<file path="src/rtl/if_fetch_stage.sv">
// if_fetch_stage: RISC-V instruction fetch with a single-outstanding memory
// port, a one-entry hold buffer for decode back-pressure, redirect handling
// that discards stale responses, and the IF/ID pipeline register.
module if_fetch_stage #(
  parameter logic [31:0] RESET_PC  = 32'h0000_0000,
  parameter logic [31:0] NOP_INSTR = 32'h0000_0013
) (
  input  logic        CLK,
  input  logic        RST,
  input  logic        StallD,
  input  logic        PCSrcE,
  input  logic [31:0] PCTargetE,
  output logic        imem_req,
  output logic [31:0] imem_addr,
  input  logic        imem_rvalid,
  input  logic [31:0] imem_rdata,
  output logic [31:0] InstrD,
  output logic [31:0] PCD,
  output logic [31:0] PCPlus4D,
  output logic        ValidD,
  output logic        BusyF
);

  // FETCH: may issue; WAIT: live request in flight; HOLD: response parked
  // while decode stalls; DROP: request in flight whose data must be discarded.
  typedef enum logic [1:0] {
    FETCH = 2'd0,
    WAIT  = 2'd1,
    HOLD  = 2'd2,
    DROP  = 2'd3
  } state_e;

  state_e      state_q, state_d;
  logic [31:0] pcf_q, pcf_d;
  logic [31:0] hold_instr_q, hold_instr_d;
  logic [31:0] hold_pc_q, hold_pc_d;
  logic [31:0] instr_q, instr_d;
  logic [31:0] pcd_q, pcd_d;
  logic [31:0] pcplus4_q, pcplus4_d;
  logic        valid_q, valid_d;

  logic        deliver;
  logic [31:0] deliver_instr;
  logic [31:0] deliver_pc;
  logic [31:0] pc_plus4;
  logic [31:0] target_aligned;

  // Sequential PC advance wraps naturally at 2^32.
  assign pc_plus4       = pcf_q + 32'd4;
  // Redirect targets are forced onto a word boundary.
  assign target_aligned = PCTargetE & 32'hFFFF_FFFC;

  // Fetch control: next state, next PC, hold-buffer capture and which
  // instruction (fresh response or parked one) is offered to decode.
  always_comb begin
    // NOTE: every signal gets a default before the case so no path leaves
    // it unassigned; otherwise synthesis infers a latch.
    state_d       = state_q;
    pcf_d         = pcf_q;
    hold_instr_d  = hold_instr_q;
    hold_pc_d     = hold_pc_q;
    deliver       = 1'b0;
    deliver_instr = imem_rdata;
    deliver_pc    = pcf_q;

    unique case (state_q)
      FETCH: begin
        if (PCSrcE) begin
          pcf_d = target_aligned;
        end else begin
          state_d = WAIT;
        end
      end
      WAIT: begin
        if (imem_rvalid) begin
          if (PCSrcE) begin
            pcf_d   = target_aligned;
            state_d = FETCH;
          end else if (StallD) begin
            hold_instr_d = imem_rdata;
            hold_pc_d    = pcf_q;
            state_d      = HOLD;
          end else begin
            deliver = 1'b1;
            pcf_d   = pc_plus4;
            state_d = FETCH;
          end
        end else if (PCSrcE) begin
          pcf_d   = target_aligned;
          state_d = DROP;
        end
      end
      HOLD: begin
        if (PCSrcE) begin
          pcf_d        = target_aligned;
          hold_instr_d = 32'd0;
          hold_pc_d    = 32'd0;
          state_d      = FETCH;
        end else if (!StallD) begin
          deliver       = 1'b1;
          deliver_instr = hold_instr_q;
          deliver_pc    = hold_pc_q;
          pcf_d         = pc_plus4;
          state_d       = FETCH;
        end
      end
      DROP: begin
        if (PCSrcE) begin
          pcf_d = target_aligned;
        end
        if (imem_rvalid) begin
          state_d = FETCH;
        end
      end
      default: state_d = FETCH;
    endcase
  end

  // IF/ID next value: flush beats stall, stall beats load, otherwise bubble.
  always_comb begin
    instr_d   = instr_q;
    pcd_d     = pcd_q;
    pcplus4_d = pcplus4_q;
    valid_d   = valid_q;

    if (PCSrcE || (!StallD && !deliver)) begin
      instr_d   = NOP_INSTR;
      pcd_d     = 32'd0;
      pcplus4_d = 32'd4;
      valid_d   = 1'b0;
    end else if (!StallD) begin
      instr_d   = deliver_instr;
      pcd_d     = deliver_pc;
      pcplus4_d = deliver_pc + 32'd4;
      valid_d   = 1'b1;
    end
  end

  // State, PC, hold buffer and IF/ID registers; reset abandons any request.
  always_ff @(posedge CLK or posedge RST) begin
    if (RST) begin
      state_q      <= FETCH;
      pcf_q        <= RESET_PC;
      hold_instr_q <= 32'd0;
      hold_pc_q    <= 32'd0;
      instr_q      <= NOP_INSTR;
      pcd_q        <= 32'd0;
      pcplus4_q    <= 32'd4;
      valid_q      <= 1'b0;
    end else begin
      // NOTE: non-blocking assignments let every register sample the
      // pre-edge values, independent of statement order.
      state_q      <= state_d;
      pcf_q        <= pcf_d;
      hold_instr_q <= hold_instr_d;
      hold_pc_q    <= hold_pc_d;
      instr_q      <= instr_d;
      pcd_q        <= pcd_d;
      pcplus4_q    <= pcplus4_d;
      valid_q      <= valid_d;
    end
  end

  // A redirect suppresses the request so the old PC is never fetched.
  assign imem_req  = (state_q == FETCH) && !PCSrcE && !RST;
  assign imem_addr = pcf_q;
  assign BusyF     = (state_q == WAIT) || (state_q == DROP);

  assign InstrD    = instr_q;
  assign PCD       = pcd_q;
  assign PCPlus4D  = pcplus4_q;
  assign ValidD    = valid_q;

endmodule

</file>
<file path="config.mk">
export PLATFORM = sky130hd
export DESIGN_NAME = if_fetch_stage
export DESIGN_NICKNAME = d
export VERILOG_FILES = /design/src/rtl/if_fetch_stage.sv
export SDC_FILE = /design/constraint.sdc
export NUM_CORES = 1
export LEC_CHECK = 0
export BUFFER_PORTS_ARGS = -buffer_cell sky130_fd_sc_hd__clkbuf_2
export CAP_MARGIN = 20
export CORE_ASPECT_RATIO = 0.8
export CORE_UTILIZATION = 30
export CTS_CLUSTER_DIAMETER = 100
export CTS_CLUSTER_SIZE = 14
export DETAILED_ROUTE_END_ITERATION = 7
export PLACE_DENSITY = 0.46
export SLEW_MARGIN = 15
export SYNTH_ARGS = -nofsm -noshare
export SYNTH_HDL_FRONTEND = slang
export SYNTH_SLANG_ARGS = --single-unit
</file>
<file path="constraint.sdc">
create_clock -name CLK -period 22.5 [get_ports CLK]
set_input_delay 4.5 -clock CLK [delete_from_list [all_inputs] [get_ports CLK]]
set_output_delay 4.5 -clock CLK [all_outputs]
set_load 0.005 [all_outputs]
</file>
---- Yosys cells after proc, flatten, opt, wreduce, memory -nomap -nowiden ----
Cells that the tools add are included.
word-level totals
  input bits .............................. 69
  flip-flop bits (word level) ............. 195
  output and inout port bits .............. 131
cells by class
  mux-type cells .......................... 39
  reductions and logical operators ........ 15
  equality and inequality tests ........... 12
  add/subtract/negate cells ............... 2
operators with widths
  kind                     count
  $mux W32                 21
  $pmux W32 S2             2
  $pmux W32 S3             1
  $add A32 B3 Y32 const B  2
  $mux W2                  8
  $ne A2 B2 Y1 const B     6
  $pmux W2 S4              1
  $reduce_and A4 Y1        2
  $ne A3 B3 Y1 const B     2
  $mux W1                  5
  $reduce_and A5 Y1        1
  $eq A2 B2 Y1 const B     2
  $logic_not A1 Y1         4
  $logic_and A1 B1 Y1      3
  $eq A2 B1 Y1 const B     1
  $logic_not A2 Y1         1
  $logic_or A1 B1 Y1       2
  $ne A2 B1 Y1 const B     1
  $pmux W1 S2              1
  $reduce_bool A2 Y1       1
  $reduce_or A2 Y1         1

---- Logic depth before layout (Yosys ltp) ----
Gate-level depths: netlist (run 1).
  depth in word-level cells ............... 8
  mapped depth ............................ 14

---- Worst setup path after synthesis (run 1) ----
Ideal clock, no wire load.
  path type ............................... input -> output
  from .................................... in RST
  to ...................................... out imem_req
  data required time ...................... 18.000 ns
  arrival ................................. 8.992 ns
  cell stages on the path ................. 2
  path slack .............................. 9.008 ns
  path through ............................ inv_1 -> and3_1
on the way
  longest elaborated chain between the ends .. 2
RTL lines
  element              RTL line  text
  start, declared      9         input logic RST,
  $logic_not A1 Y1     165       assign imem_req = (state_q == FETCH) && !PCSrcE && !RST;
  $logic_and A1 B1 Y1  165
  end, declared        13        output logic imem_req,
No other way between the ends.

---- Worst setup path in the final report (run 1) ----
  from .................................... in PCSrcE
  to ...................................... out imem_req
on the way
  longest elaborated chain between the ends .. 3
RTL lines
  element                            RTL line  text
  start, declared                    11        input logic PCSrcE,
  $logic_not A1 Y1                   165
  $logic_and A1 B1 Y1 (2 in series)  165
No other way between the ends.

==> flow_summary.toml, run 1 <==
[timing]
finalCritPeriodShare = 0.461
fmax_mhz = 96.4
worst-slew-pin-transition_ns = 1.03
hold_ws_ns = 0.466
final.setup.tns_ns = 0
relSlewSlack = 0.294
period_minus_slack_ns = 10.38
setup_viol = 0
hold_viol_final = 0
report.final.slew_viol_count = 0
rsz0062_at_grt = "false"
fin_skew_ns = 0.0128

[placement]
placed_area_um2 = 11400
dp_cells = 1623
io_buffer_count = 197
dp_hpwl_mm = 23.7
finalWeightedCongestion = 0.809

[cells_and_area]
fin_area_um2 = 12000
nets = 1292
layout-area-overhead-vs-synth_pct = 19.2
mostFrequentLayoutCells = "202 x nand2_1, 197 x clkbuf_2, 189 x dfrtp_1"
final_common_cell = "nand2_1"
num_antenna_cells = 0
layout-drive-gt1-share = 0.225
post-route-util = 0.365
fin_cells = 1656

[clock_tree]
cts_made_buffers = 17
path_clk_slew_ns = 0.07
cts.htree.levels = 4
post_cts_buffers = 0
root_buffer = "clkbuf_16"
clock_latency_ns = 0.45
cts_resized = 0
ctsHoldBuffers = 0
cts_tree = "built"
cts_sinks = 193
cts_max_path_buffers = 2

[worst_hold_path]
hold_depth = 2
hold_end = "hold_instr_q[26]"
min_from = "hold_instr_q[26]"
min_path_type = "flop to flop"

[synth]
synthCells = 1071
synth_edf_count = 0
synth_flop_cell = "dfrtp_1"
yosys_warnings = 0
ys_types = 65
ys_async_sr_fraction = 1.00
ys_seq_elements = 193
seq_area_frac_synth = 0.481
syn_nets = 1147
syn-mean-instance-area_um2 = 9.38
netlist_area_um2 = 10000

[power_and_ir_drop]
peakVddDrop_v = 0.0000612
power.density_nw_per_um2 = 108
power_leakage_nw = 5.90

[global_routing]
antenna_found_initial = 0
track_usage = 0.205
grt_pass1_wl_mm = 53.4
grt_pass1_vias = 8313
gr-total-overflow = 0
grt_max_degree = 76

[floorplan]
die_area_um2 = 34200
ios = 200
core_area_um2 = 32800
die_x_um = 207
initial_core_util = 0.307
placementRows = 59
die_h_um = 166

[drt]
vias_per_cell = 5.40
drt-initial-drc-count = 611
routed_wl_mm = 34.6
drt_pass1_iterations = 8
drc = 12
vias = 8935
wl_per_cell_um = 20.9
detail-route-antenna-nets = 0

[setup_path]
cp-end-kind = "primary output"
crit_top_cell = "clkbuf_2"
cp.depth = 5
crit_slowest_cell = "buf_4"
arrival_ns = 5.88
crit-reg2reg-launch = "state_q[0]"
ff2ff_path_depth = 11
rr_endpoint = "PCPlus4D[24]"
r2r_setup_slack_ns = 18.93
worstPathMaxFanout = 46
worstPathRequired_ns = 18.00
crit_family = "buffers and inverters"
slowest_delay_ns = 0.57
timing_worst_setup_path_type = "input pin to primary output"
cp_num_buf_inv = 4
worstSetupStartpointType = "input pin"
cp_cell_sequence = "clkbuf_2, buf_4, inv_1, and3_1, clkbuf_2"

[run_status]
outcome = "complete, but fails checks"
violations = "design-rule violations"

[run]
drv_cap = 0
[where the power goes]
| group | switching (W) | internal, W |
|---|---|---|
| Clock | 0.000147 | 0.000166 |
| Sequential | 0.000126 | 0.000432 |
| Combinational | 0.000254 | 0.000167 |
[cells by family (layout without fill, tap and decap cells)]
kind of cell / count (synthesis) / count (layout) / share of synthesized area
xor+xnor: 12 / 12 / 0.0105
fa+ha+maj: 7 / 7 / 0.00871
compound gates: 242 / 242 / 0.153
simple gates: 427 / 427 / 0.212
flops: 193 / 193 / 0.481
buf+inv: 96 / 254 / 0.0392
mux: 94 / 94 / 0.0954
[cell type report]
class	instances	area, um^2
sequential	193	4830
timing repair buffer	214	1130
tap	427	534
clock inverter	11	130
clock buffer	21	440
inverter	8	37.5
multi-input combinational	782	4870
fill	3432	20800
[state kept, by name (all words and copies together) (netlist names)]
signal and count:
state_q 2, hold_pc_q 32, imem_addr 32, PCD 32, hold_instr_q 32, InstrD 32
ValidD 1, PCPlus4D 30
[how the worst max path moves through the flow]
stage,start,end
3_5_place_dp,PCSrcE,imem_req
5_1_grt,PCSrcE,imem_req
6_report,PCSrcE,imem_req
4_1_cts,PCSrcE,imem_req
3_3_place_gp,PCSrcE,imem_req
2_1_floorplan,RST,imem_req
[worst min-delay path: stages (launching register included)]
cell and delay, ns:
dfrtp_1 0.34, nand2_1 0.05, nand2_1 0.05
[cell usage after synthesis, drive strengths merged (3+ instances only)]
| cell | n | area share |
|---|---|---|
| nor2b | 20 | 0.012 |
| ha | 7 | 0.0087 |
| mux2 | 14 | 0.016 |
| nor3b | 3 | 0.0027 |
| nand3 | 33 | 0.016 |
| inv | 8 | 0.0030 |
| a22o | 23 | 0.020 |
| a32o | 5 | 0.0050 |
| a21oi | 34 | 0.017 |
| nand4 | 50 | 0.031 |
| clkbuf | 68 | 0.025 |
| or3 | 8 | 0.0050 |
| or4 | 11 | 0.0082 |
| nor3 | 5 | 0.0036 |
| dfrtp | 189 | 0.47 |
| buf | 20 | 0.011 |
| nor4bb | 3 | 0.0030 |
| a31oi | 18 | 0.011 |
| nand2b | 4 | 0.0025 |
| o31a | 3 | 0.0026 |
| o22ai | 9 | 0.0056 |
| mux2i | 80 | 0.080 |
| o21ai | 98 | 0.049 |
| o221ai | 3 | 0.0032 |
| o32ai | 7 | 0.0061 |
| dfstp | 4 | 0.010 |
| nand2 | 203 | 0.076 |
| nor2 | 30 | 0.011 |
| a21o | 12 | 0.0090 |
| and2 | 12 | 0.0077 |
| o211ai | 3 | 0.0022 |
| xnor2 | 4 | 0.0035 |
| and4 | 10 | 0.0087 |
| nor4 | 10 | 0.0062 |
| o31ai | 11 | 0.0082 |
| and3 | 18 | 0.011 |
| xor2 | 8 | 0.0070 |
[metal layers]
metal,GRT usage,up-vias,wire (um)
li1,-,4179,-
met1,0.345,4449,18300
met2,0.258,284,13800
met3,0.0374,23,2090
met4,0.0454,0,416
met5,0,-,0
[per-stage QoR]
| stage | setup WS, ns | power [W] |
|---|---|---|
| floorplan | 9.01 | 0.000791 |
| global placement | 12.11 | 0.000975 |
| detailed placement | 12.08 | 0.000983 |
| CTS | 12.09 | 0.00130 |
| global route | 12.02 | 0.00137 |
| finish | 12.12 | 0.00129 |
Note: power is estimated with default switching activity, not from simulation.
==> run 2: changes to the inputs <==
--- a/config.mk
+++ b/config.mk
@@ -12,7 +12,7 @@
 export CTS_CLUSTER_DIAMETER = 100
 export CTS_CLUSTER_SIZE = 14
 export DETAILED_ROUTE_END_ITERATION = 7
-export PLACE_DENSITY = 0.46
+export PLACE_DENSITY = 0.47
 export SLEW_MARGIN = 15
 export SYNTH_ARGS = -nofsm -noshare
 export SYNTH_HDL_FRONTEND = slang
==> constraint.sdc (replaced) <==
create_clock -name CLK -period 9.1 [get_ports CLK]
set_input_delay 1.82 -clock CLK [delete_from_list [all_inputs] [get_ports CLK]]
set_output_delay 1.82 -clock CLK [all_outputs]
set_load 0.005 [all_outputs]
==> run 2 against run 1 <==
Effect of this change:
- clock power rose by 140%
- the run still ends with design-rule violations left
- design area unchanged
- non-clock buffer count stayed put
- critical endpoint unchanged
- core utilization unchanged
==> flow_summary.toml, run 2 (synthesis results as in run 1) <==
[placement]
finalWeightedCongestion = 0.840
placed_area_um2 = 11400
dp_hpwl_mm = 23.9
io_buffer_count = 197

[timing]
period_minus_slack_ns = 5.28
fmax_mhz = 189
setup_viol = 0
relSlewSlack = 0.305
rsz0062_at_grt = "false"
finalCritPeriodShare = 0.580
worst-slew-pin-transition_ns = 1.01
final.setup.tns_ns = 0
fin_skew_ns = 0.0146
report.final.slew_viol_count = 0
hold_viol_final = 0

[setup_path]
cp_num_buf_inv = 4
worstPathMaxFanout = 25
slowest_delay_ns = 0.53
timing_worst_setup_path_type = "input pin to primary output"
worstSetupStartpointType = "input pin"
cp-end-kind = "primary output"
crit_family = "buffers and inverters"
cp_cell_sequence = "clkbuf_2, buf_4, inv_1, and3_1, clkbuf_2"
cp.depth = 5
ff2ff_path_depth = 11
crit_slowest_cell = "clkbuf_2"
worstPathRequired_ns = 7.28
crit_top_cell = "clkbuf_2"
arrival_ns = 3.46

[power_and_ir_drop]
power_leakage_nw = 5.90
power.density_nw_per_um2 = 265
peakVddDrop_v = 0.000132
total_power_w = 0.00318

[clock_tree]
cts_made_buffers = 17
clock_latency_ns = 0.45
post_cts_buffers = 0
cts_resized = 0
cts_tree = "built"
root_buffer = "clkbuf_16"
path_clk_slew_ns = 0.07
ctsHoldBuffers = 0
cts_sinks = 193
cts.htree.levels = 4
cts_max_path_buffers = 2

[floorplan]
die_x_um = 207
placementRows = 59
die_h_um = 166
die_area_um2 = 34200
initial_core_util = 0.307
ios = 200
core_area_um2 = 32800

[drt]
wl_per_cell_um = 21.0
drc = 10
vias_per_cell = 5.39
detail-route-antenna-nets = 0
vias = 8919
drt-initial-drc-count = 634
routed_wl_mm = 34.7
drt_pass1_iterations = 7

[cells_and_area]
final_common_cell = "nand2_1"
num_antenna_cells = 0
mostFrequentLayoutCells = "202 x nand2_1, 197 x clkbuf_2, 189 x dfrtp_1"
layout-area-overhead-vs-synth_pct = 19.2
fillers = 3419
nets = 1292
fin_area_um2 = 12000
seqCellArea_um2 = 4830
multi_input_area_um2 = 4870
layout-drive-gt1-share = 0.227

[run_status]
outcome = "complete, but fails checks"
violations = "design-rule violations"

[global_routing]
track_usage = 0.207
antenna_found_initial = 0
grt_pass1_vias = 8540
grt_max_degree = 77
gr-total-overflow = 0
grt_pass1_wl_mm = 53.9

[worst_hold_path]
min_path_type = "flop to flop"
hold_depth = 2

[run]
drv_cap = 0
==> run 2: cell types whose count changed in the layout (fill, tap and decap cells not counted) <==
cell,change
clkbuf_1,-3
clkinvlp_4,+3
inv_8,+2
bufinv_16,-1
clkbuf_8,+1
clkinv_4,-1
inv_6,-1
==> run 2: final cells by class <==
type                            count  area share
Multi-Input combinational cell    782       0.407
Inverter                            8     0.00313
Timing Repair Buffer              214      0.0940
Tap cell                          427      0.0446
Clock buffer                       19      0.0370
Clock inverter                     13      0.0107
Sequential cell                   193       0.404
==> run 2: stage by stage <==
step / setup slack (ns) / hold slack [ns] / utilization / std cells
6_report: 3.82 / 0.468 / 0.365 / 1656
5_1_grt: 3.67 / 0.484 / 0.365 / 1656
4_1_cts: 3.76 / 0.471 / 0.365 / 1656
3_5_place_dp: 3.75 / 0.455 / 0.348 / 1624
3_3_place_gp: 3.76 / 0.449 / 0.347 / 1623
2_1_floorplan: 0.968 / 0.438 / - / 1071
==> run 2: tightest hold or removal path, delay by kind of cell (launching register included) <==
family,cells,cell delay (ns)
and+or+nand+nor,2,0.10
DFF,1,0.34
==> run 2: power breakdown <==
group          switching [W]  total (W)  leakage [nW]  internal [W]
registers           0.000314    0.00138          2.53       0.00107
clock network       0.000369   0.000760         0.270      0.000391
logic               0.000626    0.00104          3.10      0.000410
==> run 2: final timing paths <==
path | start | to | slack, ns
worst max-delay path | PCSrcE | imem_req | 3.82
max in group asynchronous | RST | hold_instr_q[14] | 6.40
min in group asynchronous | RST | InstrD[8] | 1.41
worst max register to register | state_q[0] | PCPlus4D[24] | 5.56
worst min-delay path | hold_instr_q[3] | hold_instr_q[3] | 0.47
worst min register to register | hold_instr_q[3] | hold_instr_q[3] | 0.47
==> run 2: layer usage <==
| layer | GRT usage | vias up | wire [um] | part of all wire |
|---|---|---|---|---|
| li1 | - | 4188 | - | - |
| met4 | 0.0422 | 0 | 295 | 0.0085 |
| met5 | 0 | - | 0 | 0 |
| met3 | 0.0374 | 21 | 2200 | 0.063 |
| met1 | 0.344 | 4420 | 18400 | 0.53 |
| met2 | 0.269 | 290 | 13800 | 0.40 |
